$ cat config.mk
export PLATFORM = sky130hd
export DESIGN_NAME = exe_div_unit_flat
export DESIGN_NICKNAME = d
export VERILOG_FILES = /design/src/rtl/exe_pkg.sv /design/src/rtl/exe_div_unit_if.sv /design/src/rtl/exe_div_unit_div_step.sv /design/src/rtl/exe_div_unit.sv /design/src/flat_wrapper.sv
export SDC_FILE = /design/constraint.sdc
export NUM_CORES = 1
export LEC_CHECK = 0
export CAP_MARGIN = 10
export CORE_AREA = 2 2 143 131
export CTS_CLUSTER_DIAMETER = 50
export DETAILED_ROUTE_END_ITERATION = 10
export DIE_AREA = 0 0 145 133
export GPL_TIMING_DRIVEN = 0
export HOLD_SLACK_MARGIN = 0.05
export PLACE_DENSITY = 0.8
export RECOVER_POWER = 25
export SLEW_MARGIN = 40
export SYNTH_ARGS = -nofsm -noshare
export SYNTH_HDL_FRONTEND = slang
export SYNTH_SLANG_ARGS = --single-unit
$ cat constraint.sdc
create_clock -name clk -period 6.7 [get_ports clk]
set_input_delay 0.67 -clock clk [delete_from_list [all_inputs] [get_ports clk]]
set_output_delay 0.67 -clock clk [all_outputs]
set_load 0.05 [all_outputs]
$ cat src/rtl/exe_pkg.sv
// Shared types and constants for the EXE-stage iterative divider.
// Optional feature macro used by the divider: EXE_DIV_SIGNED_EN.
package exe_pkg;

  localparam int DIV_W     = 32;
  localparam int DIV_TAG_W = 4;

  // Quotient returned for a zero divisor.
  localparam logic [DIV_W-1:0] DIV_ZERO_Q = '1;

  typedef enum logic [1:0] {
    DIV_IDLE = 2'd0,
    DIV_RUN  = 2'd1,
    DIV_DONE = 2'd2
  } div_state_t;

endpackage

$ cat src/rtl/exe_div_unit_if.sv
// Request/result bundle between the ID/EXE register, hazard logic and the divider.
//
// Handshake: start is a request that the divider accepts on a rising edge only
// when it is idle or presenting a result (busy low); while busy is high start is
// ignored, so upstream must stall on busy. done is a one-cycle strobe with no
// back-pressure; quotient/remainder/rd_out/div_by_zero stay valid after it
// until the next completed operation. flush aborts unconditionally.
interface exe_div_unit_if
  import exe_pkg::*;
#(
  parameter int WIDTH = DIV_W,
  parameter int TAG_W = DIV_TAG_W
) ();

  logic             start;
  logic             flush;
  logic             is_signed;
  logic [WIDTH-1:0] dividend;
  logic [WIDTH-1:0] divisor;
  logic [TAG_W-1:0] rd_in;
  logic             busy;
  logic [TAG_W-1:0] busy_rd;
  logic             done;
  logic [WIDTH-1:0] quotient;
  logic [WIDTH-1:0] remainder;
  logic [TAG_W-1:0] rd_out;
  logic             div_by_zero;

  modport master (
    output start, flush, is_signed, dividend, divisor, rd_in,
    input  busy, busy_rd, done, quotient, remainder, rd_out, div_by_zero
  );

  modport slave (
    input  start, flush, is_signed, dividend, divisor, rd_in,
    output busy, busy_rd, done, quotient, remainder, rd_out, div_by_zero
  );

endinterface

$ cat src/rtl/exe_div_unit_div_step.sv
// One restoring-division iteration: shift the next dividend bit into the
// partial remainder, trial-subtract the divisor and keep the difference only
// when it does not go negative. The trial subtract is one bit wider than the
// operands so its top bit is the borrow.
module div_step #(
  parameter int WIDTH = 32
) (
  input  logic [WIDTH-1:0] rem_i,
  input  logic [WIDTH-1:0] quo_i,
  input  logic [WIDTH-1:0] dvs_i,
  output logic [WIDTH-1:0] rem_o,
  output logic [WIDTH-1:0] quo_o
);

  logic [WIDTH:0] shifted;
  logic [WIDTH:0] diff;

  // Trial subtract and restore decision.
  always_comb begin
    shifted = {rem_i, quo_i[WIDTH-1]};
    diff    = shifted - {1'b0, dvs_i};
    if (diff[WIDTH]) begin
      rem_o = shifted[WIDTH-1:0];
      quo_o = {quo_i[WIDTH-2:0], 1'b0};
    end else begin
      rem_o = diff[WIDTH-1:0];
      quo_o = {quo_i[WIDTH-2:0], 1'b1};
    end
  end

endmodule

$ cat src/rtl/exe_div_unit.sv
// EXE-stage iterative radix-2 restoring divider: one quotient bit per cycle,
// MSB first. Holds the destination tag while busy for RAW hazard stalls.
// Optional macro EXE_DIV_SIGNED_EN: honour is_signed (magnitudes are divided,
// then the quotient/remainder signs are fixed up); without it every operation
// is unsigned and no negation logic exists.
module exe_div_unit
  import exe_pkg::*;
#(
  parameter int WIDTH = DIV_W,
  parameter int TAG_W = DIV_TAG_W
) (
  input  logic           clk,
  input  logic           rst_n,
  exe_div_unit_if.slave  bus,
  output div_state_t     dbg_state_o
);

  localparam int               CNT_W    = $clog2(WIDTH);
  localparam logic [CNT_W-1:0] CNT_LAST = CNT_W'(WIDTH - 1);

  div_state_t       state_q, state_d;
  logic [CNT_W-1:0] cnt_q;
  logic [WIDTH-1:0] rem_q, quo_q, dvs_q;
  logic [TAG_W-1:0] tag_q;
  logic             dbz_q;
  logic [WIDTH-1:0] quotient_q, remainder_q;
  logic [TAG_W-1:0] rd_out_q;
  logic             dbz_out_q;

  logic             accept, iterate, last;
  logic             dbz_in;
  logic [WIDTH-1:0] abs_a, abs_b;
  logic [WIDTH-1:0] step_rem, step_quo;
  logic [WIDTH-1:0] q_fin, r_fin;

  assign dbz_in = (bus.divisor == '0);

`ifdef EXE_DIV_SIGNED_EN
  logic neg_q_q, neg_r_q;
  logic neg_a_in, neg_b_in;

  // Operand magnitudes; the remainder follows the dividend's sign, the
  // quotient is negated when operand signs differ.
  always_comb begin
    neg_a_in = bus.is_signed & bus.dividend[WIDTH-1];
    neg_b_in = bus.is_signed & bus.divisor[WIDTH-1];
    abs_a    = neg_a_in ? (~bus.dividend + 1'b1) : bus.dividend;
    abs_b    = neg_b_in ? (~bus.divisor + 1'b1) : bus.divisor;
  end

  // Sign fix-up flags captured with the operands.
  always_ff @(posedge clk or negedge rst_n) begin
    if (!rst_n) begin
      neg_q_q <= 1'b0;
      neg_r_q <= 1'b0;
    end else if (accept) begin
      neg_q_q <= neg_a_in ^ neg_b_in;
      neg_r_q <= neg_a_in;
    end
  end

  // Final result with sign fix-up applied to the last iteration's output.
  always_comb begin
    q_fin = neg_q_q ? (~step_quo + 1'b1) : step_quo;
    r_fin = neg_r_q ? (~step_rem + 1'b1) : step_rem;
  end
`else
  assign abs_a = bus.dividend;
  assign abs_b = bus.divisor;
  assign q_fin = step_quo;
  assign r_fin = step_rem;
`endif

  div_step #(.WIDTH(WIDTH)) u_step (
    .rem_i (rem_q),
    .quo_i (quo_q),
    .dvs_i (dvs_q),
    .rem_o (step_rem),
    .quo_o (step_quo)
  );

  // Next state and per-cycle control; flush overrides everything.
  always_comb begin
    state_d = state_q;
    accept  = 1'b0;
    iterate = 1'b0;
    last    = 1'b0;
    case (state_q)
      DIV_IDLE: begin
        if (bus.start) begin
          accept  = 1'b1;
          state_d = DIV_RUN;
        end
      end
      DIV_RUN: begin
        if (dbz_q || (cnt_q == '0)) begin
          last    = 1'b1;
          state_d = DIV_DONE;
        end else begin
          iterate = 1'b1;
        end
      end
      DIV_DONE: begin
        if (bus.start) begin
          accept  = 1'b1;
          state_d = DIV_RUN;
        end else begin
          state_d = DIV_IDLE;
        end
      end
      default: state_d = DIV_IDLE;
    endcase
    if (bus.flush) begin
      state_d = DIV_IDLE;
      accept  = 1'b0;
      iterate = 1'b0;
      last    = 1'b0;
    end
  end

  // State register.
  always_ff @(posedge clk or negedge rst_n) begin
    if (!rst_n) state_q <= DIV_IDLE;
    else        state_q <= state_d;
  end

  // Operand latch on accept, then one shift/subtract per cycle. For a zero
  // divisor the raw dividend is parked in quo_q so it can be returned as the
  // remainder.
  always_ff @(posedge clk or negedge rst_n) begin
    if (!rst_n) begin
      cnt_q <= '0;
      rem_q <= '0;
      quo_q <= '0;
      dvs_q <= '0;
      tag_q <= '0;
      dbz_q <= 1'b0;
    end else if (accept) begin
      cnt_q <= CNT_LAST;
      rem_q <= '0;
      quo_q <= dbz_in ? bus.dividend : abs_a;
      dvs_q <= abs_b;
      tag_q <= bus.rd_in;
      dbz_q <= dbz_in;
    end else if (iterate) begin
      cnt_q <= cnt_q - 1'b1;
      rem_q <= step_rem;
      quo_q <= step_quo;
    end
  end

  // Result registers, written only on the completing edge.
  always_ff @(posedge clk or negedge rst_n) begin
    if (!rst_n) begin
      quotient_q  <= '0;
      remainder_q <= '0;
      rd_out_q    <= '0;
      dbz_out_q   <= 1'b0;
    end else if (last) begin
      quotient_q  <= dbz_q ? WIDTH'(DIV_ZERO_Q) : q_fin;
      remainder_q <= dbz_q ? quo_q : r_fin;
      rd_out_q    <= tag_q;
      dbz_out_q   <= dbz_q;
    end
  end

  assign bus.busy        = (state_q == DIV_RUN);
  assign bus.busy_rd     = (state_q == DIV_RUN) ? tag_q : '0;
  assign bus.done        = (state_q == DIV_DONE);
  assign bus.quotient    = quotient_q;
  assign bus.remainder   = remainder_q;
  assign bus.rd_out      = rd_out_q;
  assign bus.div_by_zero = dbz_out_q;
  assign dbg_state_o     = state_q;

endmodule

$ cat src/flat_wrapper.sv
// flat-port wrapper written by rule: the top's interface ports become plain ports
module exe_div_unit_flat import exe_pkg::*;
#(
  parameter int WIDTH = DIV_W,
  parameter int TAG_W = DIV_TAG_W
)
  (clk, rst_n, dbg_state_o, bus_start, bus_flush, bus_is_signed, bus_dividend, bus_divisor, bus_rd_in, bus_busy, bus_busy_rd, bus_done, bus_quotient, bus_remainder, bus_rd_out, bus_div_by_zero);
  exe_div_unit_if #(.WIDTH(WIDTH), .TAG_W(TAG_W)) bus_i ();
  input  logic clk;
  input  logic rst_n;
  output div_state_t dbg_state_o;
  input wire logic [$bits(bus_i.start)-1:0] bus_start;
  input wire logic [$bits(bus_i.flush)-1:0] bus_flush;
  input wire logic [$bits(bus_i.is_signed)-1:0] bus_is_signed;
  input wire logic [$bits(bus_i.dividend)-1:0] bus_dividend;
  input wire logic [$bits(bus_i.divisor)-1:0] bus_divisor;
  input wire logic [$bits(bus_i.rd_in)-1:0] bus_rd_in;
  output wire logic [$bits(bus_i.busy)-1:0] bus_busy;
  output wire logic [$bits(bus_i.busy_rd)-1:0] bus_busy_rd;
  output wire logic [$bits(bus_i.done)-1:0] bus_done;
  output wire logic [$bits(bus_i.quotient)-1:0] bus_quotient;
  output wire logic [$bits(bus_i.remainder)-1:0] bus_remainder;
  output wire logic [$bits(bus_i.rd_out)-1:0] bus_rd_out;
  output wire logic [$bits(bus_i.div_by_zero)-1:0] bus_div_by_zero;
  assign bus_i.start = bus_start;
  assign bus_i.flush = bus_flush;
  assign bus_i.is_signed = bus_is_signed;
  assign bus_i.dividend = bus_dividend;
  assign bus_i.divisor = bus_divisor;
  assign bus_i.rd_in = bus_rd_in;
  assign bus_busy = bus_i.busy;
  assign bus_busy_rd = bus_i.busy_rd;
  assign bus_done = bus_i.done;
  assign bus_quotient = bus_i.quotient;
  assign bus_remainder = bus_i.remainder;
  assign bus_rd_out = bus_i.rd_out;
  assign bus_div_by_zero = bus_i.div_by_zero;
  exe_div_unit #(.WIDTH(WIDTH), .TAG_W(TAG_W)) u_core (.clk(clk), .rst_n(rst_n), .bus(bus_i), .dbg_state_o(dbg_state_o));
endmodule
==> results.txt <==
----------------------------------------------------
[Run status]
  Outcome ... finished with violations
  Violations in the final reports ... capacitance limit, slew limit

[STA]
  Highest attainable clock frequency ... 284 MHz
  Setup repair after global routing missed its margin ... false
  Endpoints failing setup ... 0
  Worst hold margin ... 0.466 ns
  Final min period ... 3.52 ns
  Worst Skew ... 0.0115 ns
  Count of pins over their slew limit ... 51
  Transition time at the pin with the least slew margin ... 2.99 ns
  Period utilization ... 52.5%
  Fin. Hold Viols ... 0
  Worst rel slew slack ... -99.6%
  Final setup slack of the worst path ... 3.18 ns
  Fin Setup TNS ... 0 ns

[Yosys]
  Count of mapped cells out of synthesis ... 1127
  Largest cells by area after synthesis ... sky130_fd_sc_hd__dfrtp_1 46%, sky130_fd_sc_hd__nand2_1 9.5%, sky130_fd_sc_hd__o21ai_0 7.2%
  Per-instance average area after synthesis ... 8.54 um^2
  Number of flops mapped to enable cells by yosys ... 0
  YS warnings ... 0
  Sequential share of the synthesized area ... 46.0%
  Syn Std Cell Area ... 9620 um^2
  Post-synth top flop ... sky130_fd_sc_hd__dfrtp_1
  Post-synth top area share ... 46.0%
  FF+latch count, synth ... 177
  Biggest area consumer among synthesized cells ... sky130_fd_sc_hd__dfrtp_1
  Most frequent cell after synthesis ... sky130_fd_sc_hd__nand2_1
  List of most frequent post-synthesis cells ... 244 x sky130_fd_sc_hd__nand2_1, 177 x sky130_fd_sc_hd__dfrtp_1, 139 x sky130_fd_sc_hd__o21ai_0, 83 x sky130_fd_sc_hd__a21oi_1, 59 x sky130_fd_sc_hd__clkbuf_1
  Fraction of synthesis flops using an asynchronous set or reset pin ... 100%
  Count of distinct cell types in the synthesized netlist ... 64
  Nets in the synthesized netlist ... 1235

[Detailed routing]
  Final antenna-violating net count ... 0
  Final wirelength ... 28900 um
  Drt via density ... 5.91
  Detail-routed net length per standard cell ... 18.6 um
  Length of the first detailed-routing pass in iterations ... 6
  Remaining routing DRC violations ... 0
  DRC violation total after the first TritonRoute iteration ... 910
  Total via count in the routed design ... 9191

[Clocking]
  Number of post-CTS setup repair buffers ... 0
  Worst-path clk slew ... 0.07 ns
  Number of cells upsized or downsized after cts ... 0
  Number of sinks driven by the clock tree ... 177
  Clock tree from TritonCTS ... built
  CTS max path bufs ... 2
  CTS buffer count ... 17
  Hold-fix buffer count after cts ... 0
  Maximum level of the CTS H-tree ... 4
  Root Buffer ... sky130_fd_sc_hd__clkbuf_16
  Worst skew pair latency ... 0.45 ns

[Setup path]
  Largest fanout of any net on the critical path ... 6
  Required time of the worst setup path ... 7.02 ns
  Critical Path End Type ... register
  Cell breakdown of the critical path ... inv_1, ha_1, fa_1, nand2b_1, a21oi_1, o21ai_1, o211ai_1, a21oi_1, o21ai_0, nor3_2, a211oi_1, o21ai_1
  Arrival time of data at the critical path endpoint ... 3.83 ns
  Category of the critical setup timing path ... reg -> reg
  Slowest cell on crit path ... sky130_fd_sc_hd__o211ai_1
  Worst path max stage delay ... 0.52 ns
  Crit path launch type ... register

[Floorplan]
  Initial Util ... 53.6%
  Overall die area ... 19300 um^2
  Area of the core ... 17900 um^2
  Overall die width ... 145 um
  Boundary Pins ... 150
  Number of rows in the core area ... 47
  Height of the die ... 133 um

[Final layout]
  Fill cell total of the finished layout ... 1440
  Total area of multi-input combinational cells ... 4710 um^2
  Total Nets Final ... 1404
  Antenna cells ... 0
  Fraction of the core area covered by cells at the end of the flow ... 67.1%
  Layout cells sized above 1 ... 4.89%
  Area growth from synthesis to layout ... 25.2%
  Flip-flop and latch area ... 4430 um^2

[Power and ir drop]
  Part of the power in combinational logic ... 52.8%
  Switching Share ... 47.3%
  Clk network pwr share ... 18.2%
  Internal power contribution ... 2.87 mW
  Pwr/cell area ... 453 nW/um^2
  Net switching component of the power ... 2.58 mW
  Maximum vdd drop ... 0.273 mV
  Standby leakage power ... 5.58 nW
  Sequential fraction of design power ... 29.0%

[Place]
  Port-buffer cells ... 148
  Post-detailed-placement half-perimeter wirelength ... 21500 um
  Placement-stage worst setup slack ... 3.30 ns
  Final weighted congestion in routability-driven placement ... 0.902

[Hold path]
  Type of the most critical hold path ... reg -> reg

[GRT]
  Met1 track demand over resource in global routing ... 43.0%
  Global routing met3 resource utilization ... 6.34%
  Largest net degree at the start of global routing ... 77
  Total gr overflow ... 0
  Vias in the first global route ... 8549
  Global-route wire length before repair ... 45900 um
  Total global-route track usage ... 30.1%
  Top Usage Layer GRT ... met2
  M2 GR Usage ... 47.1%
  Number of antenna violations at the first check in global routing ... 0

[Flow run]
  Max-cap violation count ... 1

----------------------------------------------------
==> worst max-delay path, delay by kind of cell, from the launching register on <==
family	cells	cell delay (ns)
buffers and inverters	1	0.10
and+or+nand+nor	2	0.26
AOI/OAI and AO/OA	7	2.05
DFF	1	0.35
adders and majority gates	2	0.62
==> layer usage <==
layer	vias to the layer above	part of all wire, %
li1	4299	-
met1	4454	44
met2	391	46
met3	47	8.0
met4	0	2.0
met5	-	0
==> final cells by class <==
cell class / instances / share of cell area (%)
Sequential cell: 177 / 36.8
Timing Repair Buffer: 150 / 12.7
Clock inverter: 14 / 1.17
Buffer: 77 / 2.67
Clock buffer: 18 / 3.65
Inverter: 43 / 1.34
Multi-Input combinational cell: 830 / 39.1
Tap cell: 245 / 2.55
==> final timing paths <==
check | start | to | slack, ns | depth (start not counted)
hold / removal | u_core.bus.quotient[1] | u_core.bus.quotient[1] | 0.47 | 2
min in group asynchronous | rst_n | u_core.dvs_q[3] | 1.19 | 1
setup reg to reg | u_core.quo_q[31] | u_core.bus.remainder[30] | 3.18 | 12
setup / recovery | u_core.quo_q[31] | u_core.bus.remainder[30] | 3.18 | 12
max in group asynchronous | rst_n | u_core.bus.quotient[10] | 3.81 | 1
hold reg to reg | u_core.bus.quotient[1] | u_core.bus.quotient[1] | 0.47 | 2
==> per-stage QoR <==
stage | std cells | power, mW | instance area (um^2)
CTS | 1554 | 5.41 | 12000
global route | 1554 | 5.78 | 12000
detailed placement | 1522 | 4.41 | 11500
floorplan | 1127 | 3.55 | 9620
finish | 1554 | 5.45 | 12000
global placement | 1520 | 4.36 | 11400
==> power groups by stage <==
stage / Clock, mW / Sequential (mW) / Combinational [mW]
floorplan: 0 / 1.86 / 1.69
global placement: 0 / 1.58 / 2.77
detailed placement: 0 / 1.59 / 2.83
CTS: 0.993 / 1.57 / 2.85
global route: 1.04 / 1.61 / 3.13
finish: 0.994 / 1.58 / 2.88
==> placed cells by master (no fill, tap or decap), drive strengths merged, types with 4 or more instances in the layout <==
cell	instances
nor2	48
o21ai	156
and3	26
xnor2	12
a21oi	83
clkdlybuf4s50	147
nand3	31
nand3b	4
nand2b	7
dfrtp	177
inv	50
mux2i	6
clkinv	6
xor2	18
nor3	9
a211oi	5
nor4	11
and2	7
a22oi	34
a21o	8
o21a	7
nand2	244
a221o	4
ha	34
nand4	8
a31oi	9
a221oi	18
buf	19
clkbuf	79
nor2b	6
o211ai	5
==> cell families after synthesis <==
| family | after synthesis | synth area share [%] |
|---|---|---|
| multiplexers | 7 | 0.780 |
| adder cells (fa/ha/maj) | 35 | 4.63 |
| XOR/XNOR | 30 | 2.73 |
| AO/OA/AOI/OAI | 353 | 22.1 |
| flip-flops | 177 | 46.0 |
| buffers and inverters | 120 | 5.02 |
| AND/OR/NAND/NOR | 405 | 18.7 |
==> sequential cells by signal (all words and copies together), names as in the netlist <==
name,count
u_core.dbg_state_o,2
u_core.bus.div_by_zero,1
u_core.dbz_q,1
u_core.rem_q,32
u_core.cnt_q,5
u_core.bus.remainder,32
u_core.bus.quotient,32
u_core.tag_q,4
u_core.bus.rd_out,4
u_core.dvs_q,32
u_core.quo_q,32
(Power assumes the default switching activity.)
